File: config.mk
export PLATFORM = sky130hd
export DESIGN_NAME = uart_tx_fifo_flat
export DESIGN_NICKNAME = d
export VERILOG_FILES = /design/src/rtl/uart_tx_fifo_if.sv /design/src/rtl/uart_tx_fifo.sv /design/src/flat_wrapper.sv
export SDC_FILE = /design/constraint.sdc
export NUM_CORES = 1
export LEC_CHECK = 0
export BUFFER_PORTS_ARGS = -buffer_cell sky130_fd_sc_hd__clkbuf_2
export CORE_MARGIN = 5
export CORE_UTILIZATION = 54
export DETAILED_ROUTE_END_ITERATION = 6
export PLACE_DENSITY_LB_ADDON = 0.1
export SKIP_LAST_GASP = 1
export SLEW_MARGIN = 10
export SYNTH_ARGS = -nofsm -noshare
export SYNTH_HDL_FRONTEND = slang
export SYNTH_SLANG_ARGS = --single-unit
File: constraint.sdc
create_clock -name clk -period 2.7 [get_ports clk]
set_input_delay 0.27 -clock clk [delete_from_list [all_inputs] [get_ports clk]]
set_output_delay 0.27 -clock clk [all_outputs]
set_load 0.01 [all_outputs]
File: src/rtl/uart_tx_fifo_if.sv
// ---------------------------------------------------------------------------
// uart_tx_fifo_if
// Purpose : groups the CPU write port, the transmitter handshake and the
//           FIFO status flags of uart_tx_fifo into one bundle.
// Signals :
//   wr_en/wr_data   CPU push strobe and byte
//   clr_ovf         clears the sticky overflow flag
//   tx_done         one-cycle end-of-stop-bit pulse from the transmitter
//   tx_start        one-cycle pulse, transmitter latches data_out on it
//   data_out        byte in flight, stable from tx_start to next tx_start
//   full/empty/count occupancy status (registered)
//   busy            FSM is in BUSY (doubles as the FSM state view)
//   overflow        sticky: a write was dropped because the FIFO was full
//   tx_idle_int     one-cycle pulse when the last queued byte completes
// Handshake: the CPU may write any cycle; a write seen while full=1 is
//   dropped. tx_start/tx_done form a start/complete pair: after tx_start the
//   FIFO waits in BUSY until exactly one tx_done, and ignores tx_done in IDLE.
// Modports: master = CPU + transmitter side, slave = the FIFO.
// ---------------------------------------------------------------------------
interface uart_tx_fifo_if #(
    parameter int DBIT  = 8,
    parameter int DEPTH = 16
);
    localparam int CW = $clog2(DEPTH) + 1;

    logic            wr_en;
    logic [DBIT-1:0] wr_data;
    logic            clr_ovf;
    logic            tx_done;
    logic            tx_start;
    logic [DBIT-1:0] data_out;
    logic            full;
    logic            empty;
    logic [CW-1:0]   count;
    logic            busy;
    logic            overflow;
    logic            tx_idle_int;

    modport master (
        output wr_en, wr_data, clr_ovf, tx_done,
        input  tx_start, data_out, full, empty, count, busy, overflow,
               tx_idle_int
    );

    modport slave (
        input  wr_en, wr_data, clr_ovf, tx_done,
        output tx_start, data_out, full, empty, count, busy, overflow,
               tx_idle_int
    );
endinterface

File: src/rtl/uart_tx_fifo.sv
// ---------------------------------------------------------------------------
// uart_tx_fifo
// Purpose : transmit FIFO in front of a UART transmitter. Bytes written by
//           the CPU are queued in a DEPTH x DBIT register array and handed to
//           the transmitter one at a time with a tx_start pulse; the next
//           byte is released only after the transmitter returns tx_done.
// Ports   :
//   clk    rising-edge clock for all state
//   reset  synchronous, active-high; empties the FIFO and returns to IDLE
//   bus    uart_tx_fifo_if.slave (see interface header for signal list)
// Parameters: DBIT character width; DEPTH entries, power of two, >= 2.
// ---------------------------------------------------------------------------
module uart_tx_fifo #(
    parameter int DBIT  = 8,
    parameter int DEPTH = 16
) (
    input  logic          clk,
    input  logic          reset,
    uart_tx_fifo_if.slave bus
);
    localparam int AW = $clog2(DEPTH);
    localparam int CW = AW + 1;

    // busy mirrors the state register, so it is the FSM's external view.
    typedef enum logic {
        S_IDLE = 1'b0,
        S_BUSY = 1'b1
    } state_t;

    state_t          r_state;
    state_t          w_state_next;

    logic [DBIT-1:0] r_mem [DEPTH];
    logic [AW-1:0]   r_wr_ptr;
    logic [AW-1:0]   r_rd_ptr;
    logic [CW-1:0]   r_count;
    logic [DBIT-1:0] r_data_out;
    logic            r_tx_start;
    logic            r_overflow;
    logic            r_tx_idle_int;

    logic            w_full;
    logic            w_empty;
    logic            w_push;
    logic            w_drop;
    logic            w_pop;
    logic            w_idle_int;

    // Flags come from the registered count only, so full is judged before
    // any pop happening in the same cycle: a write while full is dropped
    // even if a slot frees up on that edge.
    assign w_full  = (r_count == CW'(DEPTH));
    assign w_empty = (r_count == '0);
    assign w_push  = bus.wr_en && !w_full;
    assign w_drop  = bus.wr_en && w_full;

    // ---------------------------------------------------------------- FSM
    always_ff @(posedge clk) begin
        if (reset) begin
            r_state <= S_IDLE;
        end else begin
            r_state <= w_state_next;
        end
    end

    always_comb begin
        w_state_next = r_state;
        w_pop        = 1'b0;
        w_idle_int   = 1'b0;
        case (r_state)
            S_IDLE: begin
                // tx_done is ignored here; only a non-empty FIFO matters.
                if (!w_empty) begin
                    w_pop        = 1'b1;
                    w_state_next = S_BUSY;
                end
            end
            S_BUSY: begin
                // Returning to IDLE first (rather than popping directly)
                // guarantees one idle cycle between tx_done and tx_start.
                if (bus.tx_done) begin
                    w_state_next = S_IDLE;
                    w_idle_int   = (r_count == '0) && !w_push;
                end
            end
            default: w_state_next = S_IDLE;
        endcase
    end

    // ------------------------------------------------------------ storage
    // Array is not reset; pointers and count define which entries are valid.
    // rd_ptr == wr_ptr only when empty (no pop) or full (no push), so a push
    // and a pop never touch the same entry in one cycle.
    always_ff @(posedge clk) begin
        if (!reset && w_push) begin
            r_mem[r_wr_ptr] <= bus.wr_data;
        end
    end

    always_ff @(posedge clk) begin
        if (reset) begin
            r_wr_ptr      <= '0;
            r_rd_ptr      <= '0;
            r_count       <= '0;
            r_data_out    <= '0;
            r_tx_start    <= 1'b0;
            r_overflow    <= 1'b0;
            r_tx_idle_int <= 1'b0;
        end else begin
            if (w_push) begin
                r_wr_ptr <= r_wr_ptr + AW'(1);
            end
            if (w_pop) begin
                r_rd_ptr   <= r_rd_ptr + AW'(1);
                r_data_out <= r_mem[r_rd_ptr];
            end
            case ({w_push, w_pop})
                2'b10:   r_count <= r_count + CW'(1);
                2'b01:   r_count <= r_count - CW'(1);
                default: r_count <= r_count;
            endcase
            r_tx_start    <= w_pop;
            r_tx_idle_int <= w_idle_int;
            // A dropped write in the same cycle as clr_ovf keeps the flag set.
            if (w_drop) begin
                r_overflow <= 1'b1;
            end else if (bus.clr_ovf) begin
                r_overflow <= 1'b0;
            end
        end
    end

    // ------------------------------------------------------------ outputs
    assign bus.tx_start    = r_tx_start;
    assign bus.data_out    = r_data_out;
    assign bus.full        = w_full;
    assign bus.empty       = w_empty;
    assign bus.count       = r_count;
    assign bus.busy        = (r_state == S_BUSY);
    assign bus.overflow    = r_overflow;
    assign bus.tx_idle_int = r_tx_idle_int;

endmodule

File: src/flat_wrapper.sv
// flat-port wrapper written by rule: the top's interface ports become plain ports
module uart_tx_fifo_flat 
#(
    parameter int DBIT  = 8,
    parameter int DEPTH = 16
)
  (clk, reset, bus_wr_en, bus_wr_data, bus_clr_ovf, bus_tx_done, bus_tx_start, bus_data_out, bus_full, bus_empty, bus_count, bus_busy, bus_overflow, bus_tx_idle_int);
  uart_tx_fifo_if #(.DBIT(DBIT), .DEPTH(DEPTH)) bus_i ();
  input  logic clk;
  input  logic reset;
  input wire logic [$bits(bus_i.wr_en)-1:0] bus_wr_en;
  input wire logic [$bits(bus_i.wr_data)-1:0] bus_wr_data;
  input wire logic [$bits(bus_i.clr_ovf)-1:0] bus_clr_ovf;
  input wire logic [$bits(bus_i.tx_done)-1:0] bus_tx_done;
  output wire logic [$bits(bus_i.tx_start)-1:0] bus_tx_start;
  output wire logic [$bits(bus_i.data_out)-1:0] bus_data_out;
  output wire logic [$bits(bus_i.full)-1:0] bus_full;
  output wire logic [$bits(bus_i.empty)-1:0] bus_empty;
  output wire logic [$bits(bus_i.count)-1:0] bus_count;
  output wire logic [$bits(bus_i.busy)-1:0] bus_busy;
  output wire logic [$bits(bus_i.overflow)-1:0] bus_overflow;
  output wire logic [$bits(bus_i.tx_idle_int)-1:0] bus_tx_idle_int;
  assign bus_i.wr_en = bus_wr_en;
  assign bus_i.wr_data = bus_wr_data;
  assign bus_i.clr_ovf = bus_clr_ovf;
  assign bus_i.tx_done = bus_tx_done;
  assign bus_tx_start = bus_i.tx_start;
  assign bus_data_out = bus_i.data_out;
  assign bus_full = bus_i.full;
  assign bus_empty = bus_i.empty;
  assign bus_count = bus_i.count;
  assign bus_busy = bus_i.busy;
  assign bus_overflow = bus_i.overflow;
  assign bus_tx_idle_int = bus_i.tx_idle_int;
  uart_tx_fifo #(.DBIT(DBIT), .DEPTH(DEPTH)) u_core (.clk(clk), .reset(reset), .bus(bus_i));
endmodule
==> results.yml <==
synthesis:
  ys_seq_area_share_pct: 71.2
  ys_ff_latch: 153
  yosysMostFrequentCell: "edfxtp_1"
  synthTopCellsByCount: "edfxtp_1 (128), mux4_2 (32), nor2_1 (32)"
  synthCells: 348
  netlist.area_leader.share_pct: 63.0
  yosysTopAreaCell: "edfxtp_1"
  yosysWarningCount: 0
  yosysUniqueCellTypes: 39
  postSynthAreaPerCell_sq_um: 17.5
  synthFlopType: "edfxtp_1"
  async_reset_ff_share_pct: 0
  synth_edf_count: 128
  syn-num-nets: 369
  netlist_area_sq_um: 6100
  netlist_top_cells_area: "edfxtp_1 (63%), mux4_2 (12%), dfxtp_1 (8.2%)"
finish:
  drive_gt1_share_pct: 29.3
  final_nets: 428
  fin_cells: 560
  diodes: 0
  fill_cells: 752
  synthToLayoutAreaGrowth_pct: 18.2
routing:
  postRouteAntennaNets: 0
  detail_route.wirelength_mm: 11.7
  vias_per_cell: 5.67
  remaining_drc_errors: 0
  wl_per_cell_um: 21.0
  vias: 3177
  drt_iter0_drc: 263
  dr.pass1.iters: 4
die:
  row_count: 38
  fp.coreArea_sq_um: 10900
  chipHeight_um: 116
  ioPinCount: 32
  start_util_pct: 55.8
  die_x_um: 116
  die_area_sq_um: 13500
clock_tree:
  cts_sinks: 153
  cts_tree: "done"
  cts_buffers: 17
  cts_buffer_depth: 2
  insertion_delay_ns: 0.42
  cts.clk_slew.worst_paths_ns: 0.06
  cts_root_buf: "clkbuf_16"
  cts-hold-fix-buffers: 0
  ctsHtreeMaxLevel: 4
power:
  pwr-share-clk_pct: 37.4
  p_leak_uw: 0.00248
  combPwrFrac_pct: 21.4
  switchingPower_uw: 1740
  p_per_area_nw_per_um2: 951
  power.internal_uw: 5120
  p_seq_share_pct: 41.2
  vdd_drop_max_mv: 0.721
  swShare_pct: 25.4
worst_setup_path:
  critPathKind: "reg2reg"
  worstSetupStartpointType: "register"
  cp.arrival_ns: 2.90
  crit_fanout: 4
  crit_required_ns: 3.05
  critPathCaptureType: "register"
sta:
  tns_ns: 0
  rsz0062_at_grt: "no"
  hold_viol_final: 0
  layout_setup_ws_ns: 0.150
  setup_viol: 0
  worst_pin_slew_ns: 0.811
  whs_ns: 0.138
  drv_slew: 0
  fin_crit_ns: 2.55
  timing.final.crit_share_pct: 94.5
  max_freq_ghz: 0.392
  max_slew_margin_pct: 45.7
  skew_ns: 0.0158
place:
  port-buffer-count: 31
  dp.cells: 527
  gp_congestion: 0.869
  dpl_worst_slack_ns: 0.181
  hpwl_mm: 7.44
global_route:
  grt_pass1_vias: 3224
  grt_max_degree: 36
  track_usage_pct: 19.3
  grt_pass1_wl_mm: 18.4
  gr-total-overflow: 0
  antenna_found_initial: 0
hold_path:
  min_path_type: "in2reg"
run_status:
  status: "completed"
run:
  maxCapViolations: 0
layout by cell type (no fill, tap or decap), types with 3 or more instances in the layout:
master / count
clkbuf_1: 4
bufinv_16: 5
xnor2_1: 3
nand2_1: 9
inv_1: 11
clkinv_2: 3
nand3_1: 11
clkbuf_8: 3
nor2_1: 32
buf_4: 25
or3_1: 5
nand4_1: 4
a21oi_1: 8
ha_1: 8
xor2_1: 6
mux2i_1: 17
clkbuf_16: 17
dfxtp_1: 23
mux4_2: 32
clkbuf_2: 31
edfxtp_1: 128
o221ai_1: 8
sequential cells by signal, indices dropped and copies added (netlist names):
register and count:
u_core.r_mem 128, u_core.bus.data_out 8, u_core.bus.count 5, u_core.r_rd_ptr 4
u_core.r_wr_ptr 4, u_core.bus.busy 1, u_core.bus.overflow 1, u_core.bus.tx_idle_int 1
u_core.bus.tx_start 1
repair_timing:
| item | CTS | global route |
|---|---|---|
| setup endpoints to repair | 0 | 1 |
| resized for setup | 0 | 2 |
| buffers inserted | 0 | 1 |
cell type report:
type	count	area [sq um]	share of cell area [%]
repair buffers	58	383	5.31
well taps	140	175	2.43
clock buffers	24	482	6.68
inverters	11	41.3	0.572
multi-input cells	166	1620	22.5
clock inverters	8	165	2.29
flip-flops and latches	153	4350	60.2
power groups by stage:
stage,registers (uW),logic [uW],clock network (uW)
floorplan,2880,993,0
global placement,2880,1440,0
detailed placement,2880,1470,0
CTS,2830,1480,2610
global route,2850,1620,2720
finish,2830,1470,2560
per-layer routing:
| layer | GRT usage, % | up-vias | wire (um) |
|---|---|---|---|
| met1 | 24.3 | 1602 | 4910 |
| met5 | 0 | - | 0 |
| met3 | 4.92 | 10 | 613 |
| met2 | 32.5 | 77 | 6080 |
| met4 | 7.19 | 0 | 133 |
| li1 | - | 1488 | - |
worst paths after layout:
path	startpoint	to	slack [ns]	depth (start not counted)
worst max register to register	u_core.bus.count[3]$_SDFFE_PP0P_	u_core.bus.count[4]$_SDFFE_PP0P_	0.15	12
worst min-delay path	bus_tx_done	u_core.bus.tx_idle_int$_SDFF_PP0_	0.14	3
worst max-delay path	u_core.bus.count[3]$_SDFFE_PP0P_	u_core.bus.count[4]$_SDFFE_PP0P_	0.15	12
worst min register to register	u_core.bus.data_out[4]$_SDFFE_PP0P_	u_core.bus.data_out[4]$_SDFFE_PP0P_	0.49	2
stage by stage:
stage | total power (uW) | util [%] | area [sq um]
global placement | 4320 | 60.0 | 6560
finish | 6860 | 66.0 | 7220
floorplan | 3880 | - | 6100
global route | 7190 | 66.0 | 7220
CTS | 6910 | 65.9 | 7200
detailed placement | 4350 | 60.0 | 6560
worst max-delay path, stage by stage (launching register included):
cell and delay [ns]:
dfxtp_2 0.35, nor4_4 0.36, nand2_2 0.12, nand2b_2 0.09
inv_1 0.05, ha_1 0.20, xor2_1 0.15, ha_1 0.21
inv_1 0.08, o32ai_1 0.08, a211o_1 0.32, or4_1 0.41
nand4_1 0.09
logic make-up after synthesis:
group / share of synthesized area, %
AOI/OAI and AO/OA: 2.83
xor gates and xnor gates: 1.29
adders and majority gates: 1.64
buffers and inverters: 2.26
DFF: 71.2
muxes: 14.6
and+or+nand+nor: 6.19
Power figures use the tool's default switching activity.
